**src/rtl/hcount_gen.sv**
```systemverilog
// Horizontal pixel counter with half-line toggle, registered blank/sync levels,
// line/half-line tick pulses and a sticky wrap-without-period-match flag.
module hcount_gen (
  input  logic        sys_clk,
  input  logic        reset,
  input  logic        cnten,
  input  logic        cntwr,
  input  logic [10:0] din,
  input  logic        hp_eq,
  input  logic        hbb_eq,
  input  logic        hbe_eq,
  input  logic        hs_eq,
  input  logic        hse_eq,
  output logic [10:0] count,
  output logic        hblank,
  output logic        hsync,
  output logic        line_tick,
  output logic        half_tick,
  output logic        ovf
);

  localparam int unsigned CW = 11;
  localparam int unsigned PW = 10;

  logic [CW-1:0] count_q, count_d;
  logic          hblank_q, hblank_d;
  logic          hsync_q, hsync_d;
  logic          line_tick_q, line_tick_d;
  logic          half_tick_q, half_tick_d;
  logic          ovf_q, ovf_d;

  // Next-state: preload beats counting; compares only act on enabled ticks.
  always_comb begin
    count_d     = count_q;
    hblank_d    = hblank_q;
    hsync_d     = hsync_q;
    line_tick_d = 1'b0;
    half_tick_d = 1'b0;
    ovf_d       = ovf_q;

    if (cntwr) begin
      count_d = din;
      ovf_d   = 1'b0;
    end else if (cnten) begin
      if (hp_eq) begin
        count_d     = {~count_q[CW-1], PW'(0)};
        half_tick_d = 1'b1;
        line_tick_d = count_q[CW-1];
      end else if (&count_q[PW-1:0]) begin
        count_d = {count_q[CW-1], PW'(0)};
        ovf_d   = 1'b1;
      end else begin
        count_d = {count_q[CW-1], count_q[PW-1:0] + PW'(1)};
      end

      if (hbb_eq) begin
        hblank_d = 1'b1;
      end else if (hbe_eq) begin
        hblank_d = 1'b0;
      end

      if (hse_eq) begin
        hsync_d = 1'b0;
      end else if (hs_eq) begin
        hsync_d = 1'b1;
      end
    end
  end

  always_ff @(posedge sys_clk or posedge reset) begin
    if (reset) begin
      count_q     <= CW'(0);
      hblank_q    <= 1'b1;
      hsync_q     <= 1'b0;
      line_tick_q <= 1'b0;
      half_tick_q <= 1'b0;
      ovf_q       <= 1'b0;
    end else begin
      count_q     <= count_d;
      hblank_q    <= hblank_d;
      hsync_q     <= hsync_d;
      line_tick_q <= line_tick_d;
      half_tick_q <= half_tick_d;
      ovf_q       <= ovf_d;
    end
  end

  assign count     = count_q;
  assign hblank    = hblank_q;
  assign hsync     = hsync_q;
  assign line_tick = line_tick_q;
  assign half_tick = half_tick_q;
  assign ovf       = ovf_q;

endmodule

```
**config.mk**
```make
export PLATFORM = sky130hd
export DESIGN_NAME = hcount_gen
export DESIGN_NICKNAME = d
export VERILOG_FILES = /design/src/rtl/hcount_gen.sv
export SDC_FILE = /design/constraint.sdc
export NUM_CORES = 1
export LEC_CHECK = 0
export BUFFER_PORTS_ARGS = -buffer_cell sky130_fd_sc_hd__buf_2
export CAP_MARGIN = 20
export CORE_MARGIN = 5
export CORE_UTILIZATION = 42
export DETAILED_ROUTE_END_ITERATION = 10
export GPL_ROUTABILITY_DRIVEN = 0
export PLACE_DENSITY = 0.73
export SLEW_MARGIN = 0
export SYNTH_ARGS = -nofsm -noshare
export SYNTH_HDL_FRONTEND = slang
export SYNTH_SLANG_ARGS = --single-unit
```
**constraint.sdc**
```tcl
create_clock -name sys_clk -period 1.4 [get_ports sys_clk]
set_input_delay 0.14 -clock sys_clk [delete_from_list [all_inputs] [get_ports sys_clk]]
set_output_delay 0.14 -clock sys_clk [all_outputs]
set_load 0.02 [all_outputs]
```
==> results of run 1 <==
==> worst paths after layout <==
path	startpoint	endpoint	slack, ps
min in group asynchronous	reset	ovf	460
max in group asynchronous	reset	count[2]	490
max reg2reg	count[1]	count[3]	-70
min	hse_eq	hsync	20
max	count[1]	count[3]	-70
min reg2reg	hsync	hsync	550
==> synth_stat cells, drive strengths merged <==
cell / n / area, um^2
a21o: 2 / 15.0
a21oi: 5 / 25.0
a221o: 1 / 10.0
a22o: 1 / 8.76
a22oi: 2 / 15.0
a311oi: 1 / 8.76
a31o: 1 / 17.5
a41oi: 1 / 8.76
and2: 3 / 18.8
and3: 2 / 12.5
and4: 2 / 17.5
buf: 1 / 11.3
clkbuf: 3 / 11.3
dfrtp: 15 / 375
dfstp: 1 / 26.3
ha: 1 / 12.5
inv: 3 / 11.3
mux2: 1 / 11.3
mux2i: 2 / 20.0
nand2: 9 / 33.8
nand3: 3 / 15.0
nand4: 2 / 12.5
nor2: 3 / 11.3
nor2b: 5 / 31.3
nor3: 2 / 10.0
nor3b: 4 / 30.0
nor4: 1 / 6.26
o21ai: 6 / 30.0
o22ai: 4 / 25.0
o31ai: 3 / 22.5
o41ai: 1 / 16.3
or2: 1 / 6.26
or3b: 1 / 11.3
xnor2: 2 / 17.5
==> cell type report <==
| type | instances | area [um^2] |
|---|---|---|
| fill | 194 | 830 |
| sequential | 16 | 408 |
| multi-input combinational | 72 | 526 |
| tap | 28 | 35.0 |
| inverter | 3 | 11.3 |
| clock buffer | 4 | 26.3 |
| timing repair buffer | 53 | 313 |
==> worst reg2reg max path, cell delays in order (launching register included) <==
cell     delay [ps]
dfrtp_2         410
ha_4            150
and4_4          230
a31o_4          200
o22ai_2          70
a221o_1         290
==> power breakdown <==
part / internal [uW] / leakage (uW) / switching [uW]
logic: 161 / 0.000431 / 189
registers: 510 / 0.000193 / 41.8
clock network: 111 / 0.0000150 / 147
==> stage by stage <==
step	area [um^2]	worst slack [ps]
after floorplan	936	-97.4
after global placement	1230	-18.9
after detailed placement	1230	-53.1
after CTS	1270	-60.8
after global routing	1320	-122
final	1320	-67.9
==> cells by family after synthesis <==
| kind of cell | Yosys count |
|---|---|
| XOR/XNOR | 2 |
| AO/OA/AOI/OAI | 28 |
| AND/OR/NAND/NOR | 38 |
| buffers and inverters | 7 |
| adder cells (fa/ha/maj) | 1 |
| multiplexers | 3 |
| flip-flops | 16 |
==> flip-flops by register name, indices dropped and copies added, names as in the netlist <==
register,flops
line_tick,1
count,11
ovf,1
half_tick,1
hsync,1
hblank,1
==> per-layer routing <==
layer,routed length (um),vias to the layer above
met4,42,0
met5,0,-
li1,-,467
met3,110,4
met1,1010,456
met2,1320,22
==> timing repair <==
| action | CTS | global route |
|---|---|---|
| pin swaps | 1 | 1 |
| endpoints found under the setup margin | 7 | 8 |
| setup buffers | 1 | 2 |
| hold endpoints to repair | 15 | 0 |
| resized for setup | 3 | 7 |
| hold buffers | 1 | 0 |
==> impl_results.md, run 1 <==
- Non-filler cells, final: 176
- Largest net degree at the start of global routing: 25
- Starting density of the core: 0.426
- Most frequent cells in the layout: buf_2 (35), buf_4 (17), dfrtp_1 (10), nand2_1 (8)
- Failing checks: negative setup slack
- Met1 usage: 0.190
- Pwr Density: 879 mW/mm^2
- R2R depth: 5
- Final setup vio count: 3
- CTS root buf: clkbuf_4
- Relative slew slack: 0.582
- Final Util: 0.614
- Overall Global Routing Usage: 0.160
- CTS buffer count: 3
- Mapped Area: 916 um^2
- Critical Path Max Stage Delay: 410 ps
- Fin. Hold Viols: 0
- Area Growth Syn to Fin: 44.0%
- Synthesized-area fraction occupied by adder cells: 0.0137
- Mapped Nets: 116
- Sequential area share after synthesis: 0.439
- Post-Route Setup TNS: -99.7 ps
- Io pins: 36
- Avg Cell Area, Syn: 9.64 um^2
- Distinct cells, synth: 34
- Skew final: 12.9 ps
- Post-layout min period: 1470 ps
- Clock tree buffer depth: 2
- Layout Nets: 170
- Fmax: 681 MHz
- Synthesis-stage register bit count: 16
- Share of cells above drive strength 1: 0.500
- Routed Antenna Nets: 0
- Critical Path End Type: flop
- DR DRC count: 0
- Die height: 56.7 um
- Period utilization: 1.05
- Worst-path maximum fanout: 6
- Hold Crit Class: primary input to flop
- Clock-pin slew on the worst setup and hold paths: 100 ps
- Post-synthesis mux area share: 0.0342
- Buf/Inv on CP: 0
- Final WS setup: -67.9 ps
- Combinational family with the most area after synthesis: simple AND/OR/NAND/NOR gates
- Antenna Cells: 0
- Crit-path cells: ha_4, and4_4, a31o_4, o22ai_2, a221o_1
- Pre-antenna DRT Iters: 4
- Cells after Synth: 95
- Crit path depth: 5
- H-tree Lvls: 1
- Worst Tran Pin Value: 627 ps
- GRT Residual Overflow: 0
- Met2 Use GR: 0.282
- Core area: 0.00215 mm^2
- DR vias/cell: 5.39
- Commonest non-fill, non-tap cell in the layout: buf_2
- Drt total wl: 2480 um
- Arr. time, crit path: 1650 ps
- XOR/XNOR Fraction of Synth Area: 0.0191
- Critical Path RT: 1580 ps
- Horiz. Die Dim: 56.7 um
- Port bufs: 35
- Clk Latency, worst-skew pair: 290 ps
- Vias in the first global route: 956
- Initial antenna violation count: 0
- Compound-gate portion of the synthesized area: 0.221
- Leak Pwr: 0.000639 uW
- Max VDD drop: 0.000504 V
- RSZ-0062 raised after global routing: true
- Ys Warns: 0
- Status: complete, but fails checks
- Die area: 0.00321 mm^2
- Max_cap viols: 0
- Std-Cell Rows: 17
- Critical Path Slowest Stage Cell: dfrtp_2
- Top Usage Layer GRT: met2
- Hold slack final: 21.0 ps
- M3 GR Usage: 0.0161
- Crit-path leading delay family: compound AO/OA/AOI/OAI gates
- WL per Instance: 14.1 um
- Vias: 949
- Simple-Gate Fraction of Synth Area: 0.236
- Hpwl dp: 1810 um
- Hold path cells: 2
- Startpoint types: flop
- Max Slew Vio Count: 0
- CTS tree: yes
- Initial drt markers: 25
- CP Class: flop to flop
- Total power draw: 1160 uW
- Clock tree sinks: 16
- First-pass GRT wire length: 4140 um
- Placed insts: 168
Note: power is estimated with default switching activity, not from simulation.
==> run 2: changes to the inputs <==
CORE_MARGIN = unset   (was 5)
CORE_UTILIZATION = 40   (was 42)
MAX_ROUTING_LAYER = met4   (was unset)
PLACE_DENSITY = 0.7   (was 0.73)
==> impl_results.md, run 2 (synthesized netlist as in run 1, its figures left out) <==
- Status: complete, but fails checks
- Failing checks: negative setup slack
- Vias in the first global route: 918 (-4.0%)
- CTS buffer count: 3 (unchanged)
- DP Worst Slack: -34.4 ps (+18.7 ps)
- Skew final: 13.7 ps (+0.858 ps)
- Most frequent cells in the layout: buf_2 (35), buf_4 (14), dfrtp_1 (11), nand2_1 (8)
- Met2 Use GR: 0.358 (+0.0759)
- Max VDD drop: 0.000762 V (+51%)
- NetSw: 382 uW (+1.2%)
- WL per Instance: 13.3 um (-5.3%)
- Crit path depth: 5 (unchanged)
- Fillers: 193 (-0.52%)
- H-tree Lvls: 1 (unchanged)
- CTS tree: yes
- Starting density of the core: 0.444 (+0.0178)
- Clock network fraction of design power: 0.265 (+0.043)
- Arr. time, crit path: 1610 ps (-40 ps)
- Overall Global Routing Usage: 0.218 (+0.0580)
- Vias: 906 (-4.5%)
- Clock tree buffer depth: 2 (unchanged)
- Max reg flops: 11 (unchanged)
- RSZ-0062 raised after global routing: true
- Relative slew slack: 0.588 (+0.00619)
- Clk Latency, worst-skew pair: 300 ps (about the same)
- Switch share: 0.318 (-0.00761)
- Crit-path leading delay family: compound AO/OA/AOI/OAI gates
- Core area: 0.00206 mm^2 (-4.0%)
- Max_cap viols: 0 (unchanged)
- Final WS setup: -16.7 ps (+51.2 ps)
- Commonest non-fill, non-tap cell in the layout: buf_2
- Total power draw: 1200 uW (+3.6%)
- Buf/Inv on CP: 0 (unchanged)
- Pwr Density: 927 mW/mm^2 (+5.4%)
- Critical Path RT: 1590 ps (about the same)
- First-pass GRT wire length: 3990 um (-3.7%)
- Worst Tran Pin Value: 617 ps (-9.28 ps)
- Critical Path Source: count[0]
- DR vias/cell: 5.27 (-2.3%)
- Met1 usage: 0.260 (+0.0698)
- Startpoint types: flop
- Final setup vio count: 1 (-2)
- Worst-path maximum fanout: 6 (unchanged)
- Die height: 49.9 um (-12%)
- CP Class: flop to flop
- Sequential power share: 0.456 (-0.020)
- Crit-path cells: ha_4, and4_4, a31o_4, o22ai_2, a221o_1
- Clock-pin slew on the worst setup and hold paths: 110 ps (about the same)
- Pre-antenna DRT Iters: 4 (unchanged)
- CTS root buf: clkbuf_4
- Port bufs: 35 (unchanged)
- Fin. Hold Viols: 0 (unchanged)
- Worst reg2reg endpoint: count[3]
- Std-Cell Rows: 16 (-1)
- Critical Path Sink: count[3]
- Io pins: 36 (unchanged)
- Max Slew Vio Count: 0 (unchanged)
- Antenna Cells: 0 (unchanged)
- Internal reg-to-reg setup slack: -20 ps (+50 ps)
- R2R depth: 5 (unchanged)
- GRT Residual Overflow: 0 (unchanged)
- Internal: 820 uW (+4.8%)
- Final Util: 0.629 (+0.0148)
- Initial drt markers: 6 (-76%)
- Critical Path Max Stage Delay: 400 ps (about the same)
- Largest net degree at the start of global routing: 25 (unchanged)
- Initial antenna violation count: 0 (unchanged)
- Comb power frac: 0.279 (-0.023)
- Critical Path Slowest Stage Cell: dfrtp_2
- Layout Nets: 167 (-1.8%)
- Leak Pwr: 0.000628 uW (-1.7%)
- R2r startpoint: count[0]
- Top Usage Layer GRT: met2
- Placed insts: 167 (-0.60%)
- Die area: 0.00249 mm^2 (-23%)
- Horiz. Die Dim: 49.9 um (-12%)
- Non-filler cells, final: 172 (-2.3%)
- Fmax: 706 MHz (+3.6%)
- DR DRC count: 0 (unchanged)
- Clock tree sinks: 16 (unchanged)
- Critical Path End Type: flop
- Post-layout min period: 1420 ps (-51.2 ps)
- Drt total wl: 2290 um (-7.4%)
- Share of cells above drive strength 1: 0.476 (-0.0241)
- Hpwl dp: 1720 um (-5.0%)
- Hold Crit Class: primary input to flop
- Area Growth Syn to Fin: 41.5%
- Period utilization: 1.01 (-0.0366)
- Post-Route Setup TNS: -16.7 ps (+83.1 ps)
- Routed Antenna Nets: 0 (unchanged)
- M3 GR Usage: 0.0463 (+0.0302)
## run 2: worst register-to-register path: stages, from the launching register on
cell and delay, ps:
dfrtp_2 400, ha_4 150, and4_4 210, a31o_4 190
o22ai_2 70, a221o_1 290
## run 2: worst min path at each step
| stage | startpoint | slack, ps | cells after the start | endpoint |
|---|---|---|---|---|
| 3_5_place_dp | reset | 250 | 2 | half_tick |
| 2_1_floorplan | reset | 50 | 1 | count[10] |
| 3_3_place_gp | reset | 240 | 2 | line_tick |
| 4_1_cts | hse_eq | 10 | 2 | hsync |
| 6_report | hse_eq | 20 | 2 | hsync |
| 5_1_grt | hse_eq | 20 | 2 | hsync |
## run 2: per-layer routing
layer | part of all wire | up-vias
met1 | 0.46 | 428
met3 | 0.039 | 4
met4 | 0.0092 | 0
met5 | 0 | -
met2 | 0.49 | 20
li1 | - | 454
## run 2: area by class of cell
type	instances	area (um^2)	area share
inverters	3	11.3	0.00869
repair buffers	50	290	0.224
clock buffers	4	36.3	0.0280
well taps	27	33.8	0.0261
multi-input cells	72	518	0.400
flip-flops and latches	16	407	0.314
## run 2: power by group through the flow
stage               clock [uW]  sequential [uW]  combinational (uW)
global route               349              556                 368
global placement             0              555                 321
CTS                        325              549                 336
finish                     318              549                 335
detailed placement           0              557                 328
floorplan                    0              620                 122
## run 2: metrics by stage
stage	hold slack (ps)	instance area, um^2
final	18.2	1300
after global routing	16.8	1300
after CTS	10.6	1290
after detailed placement	250	1230
after global placement	237	1230
after floorplan	52.8	936
## run 2: what timing repair did
action / CTS / global route
resized for setup: 5 / 3
hold endpoints to repair: 15 / 0
setup buffers: 0 / 0
setup endpoints to repair: 6 / 7
pin swaps: 3 / 2
hold buffers: 1 / 0
==> run 3: changes to the inputs <==
CORE_UTILIZATION = 42   (was 40)
PLACE_DENSITY = 0.73   (was 0.7)
==> impl_results.md, run 3 (synthesized netlist as in run 1, its figures left out) <==
- Status: complete, but fails checks
- Failing checks: negative setup slack
- Final Cell Area: 0.00129 mm^2 (-0.29%)
- H-tree Lvls: 1 (unchanged)
- Antenna Cells: 0 (unchanged)
- Max_cap viols: 0 (unchanged)
- Critical Path End Type: flop
- Vias: 938 (+3.5%)
- Critical Path RT: 1580 ps (about the same)
- Post-layout min period: 1460 ps (+45.4 ps)
- Crit-path cells: ha_4, and4_4, a31o_4, o22ai_2, a221o_1
- Critical Path Slowest Stage Cell: dfrtp_2
- Port bufs: 35 (unchanged)
- Max reg flops: 11 (unchanged)
- Share of cells above drive strength 1: 0.476 (unchanged)
- Final Util: 0.646 (+0.0170)
- Vias in the first global route: 842 (-8.3%)
- Pwr Density: 926 mW/mm^2 (-0.13%)
- Horiz. Die Dim: 48.7 um (-2.3%)
- Fmax: 684 MHz (-3.1%)
- Drt total wl: 2250 um (-2.0%)
- Final WS setup: -62.1 ps (-45.4 ps)
- Commonest non-fill, non-tap cell in the layout: buf_2
- CP Class: flop to flop
- Routed Antenna Nets: 0 (unchanged)
- Fin. Hold Viols: 0 (unchanged)
- Arr. time, crit path: 1640 ps (+30 ps)
- Largest net degree at the start of global routing: 25 (unchanged)
- Clk Latency, worst-skew pair: 290 ps (about the same)
- Hpwl dp: 1640 um (-4.4%)
- Buf/Inv on CP: 0 (unchanged)
- Max Slew Vio Count: 0 (unchanged)
- Period utilization: 1.04 (+0.0325)
- Max VDD drop: 0.000564 V (-26%)
- Die height: 48.7 um (-2.3%)
- CTS tree: yes
- Leak Pwr: 0.000629 uW (+0.20%)
- Clock tree sinks: 16 (unchanged)
- Most frequent cells in the layout: buf_2 (35), buf_4 (14), dfrtp_1 (11), nand2_1 (8)
- Relative slew slack: 0.599 (+0.0109)
- CTS buffer count: 3 (unchanged)
- Worst-path maximum fanout: 6 (unchanged)
- GRT Residual Overflow: 0 (unchanged)
- Area Growth Syn to Fin: 41.1%
- DR DRC count: 0 (unchanged)
- DP Worst Slack: -33.8 ps (+0.564 ps)
- Hold Crit Class: primary input to flop
- Pre-antenna DRT Iters: 4 (unchanged)
- Initial antenna violation count: 0 (unchanged)
- RSZ-0062 raised after global routing: true
- First-pass GRT wire length: 3750 um (-6.1%)
- Crit-path leading delay family: compound AO/OA/AOI/OAI gates
- DR vias/cell: 5.45 (+3.5%)
- Std-Cell Rows: 16 (unchanged)
- Critical Path Max Stage Delay: 400 ps (about the same)
- Io pins: 36 (unchanged)
- CTS root buf: clkbuf_4
- Final setup vio count: 3 (+2)
- Overall Global Routing Usage: 0.209 (-0.00939)
- Layout Nets: 167 (unchanged)
- Die area: 0.00237 mm^2 (-4.6%)
- Clock-pin slew on the worst setup and hold paths: 100 ps (about the same)
- Skew final: 11.3 ps (-2.42 ps)
- Post-CTS Setup Inserts: 0 (unchanged)
- Starting density of the core: 0.457 (+0.0133)
- Initial drt markers: 12 (+6)
- Core area: 0.00200 mm^2 (-2.9%)
- Clock tree buffer depth: 2 (unchanged)
- WL per Instance: 13.1 um (-2.0%)
- Placed inst area: 0.00123 mm^2 (unchanged)
- Startpoint types: flop
- Worst Tran Pin Value: 601 ps (-16.4 ps)
==> run 3: final timing paths <==
kind,slack [ps],cells after the start,endpoint,from
worst max-delay path,-60,5,count[3],count[0]
worst min-delay path,20,2,hsync,hse_eq
worst max register to register,-60,5,count[3],count[0]
worst min register to register,530,2,hsync,hsync
max in group asynchronous,520,3,count[2],reset
min in group asynchronous,450,3,count[9],reset
==> run 3: what timing repair did <==
action | CTS | global route
hold endpoints to repair | 15 | 0
pin swaps | 2 | 2
setup endpoints to repair | 5 | 8
gates resized for setup | 1 | 6
hold buffers | 1 | 0
==> run 3: report_power, final <==
group | switching [uW] | leakage (uW) | internal [uW]
logic | 185 | 0.000414 | 153
registers | 39.8 | 0.000194 | 509
clock network | 152 | 0.0000210 | 158
==> run 3: cell type report <==
class / instances / area (um^2)
tap: 27 / 33.8
inverter: 3 / 11.3
fill: 181 / 709
clock buffer: 4 / 36.3
multi-input combinational: 72 / 514
timing repair buffer: 50 / 290
sequential: 16 / 407
==> run 3: stage by stage <==
stage	hold slack [ps]	total power (uW)	setup TNS, ps	std cells
after detailed placement	242	884	-61.6	167
after CTS	20.5	1190	-101	172
after global routing	31.9	1260	-363	172
after global placement	236	876	-1.17	167
after floorplan	52.8	742	-216	95
final	16.6	1200	-116	172
==> run 3: per-layer routing <==
metal | track usage | routed length [um] | up-vias
li1 | - | - | 452
met1 | 0.272 | 1060 | 455
met2 | 0.324 | 1060 | 27
met3 | 0.0472 | 106 | 4
met4 | 0.0637 | 23 | 0
met5 | - | 0 | -
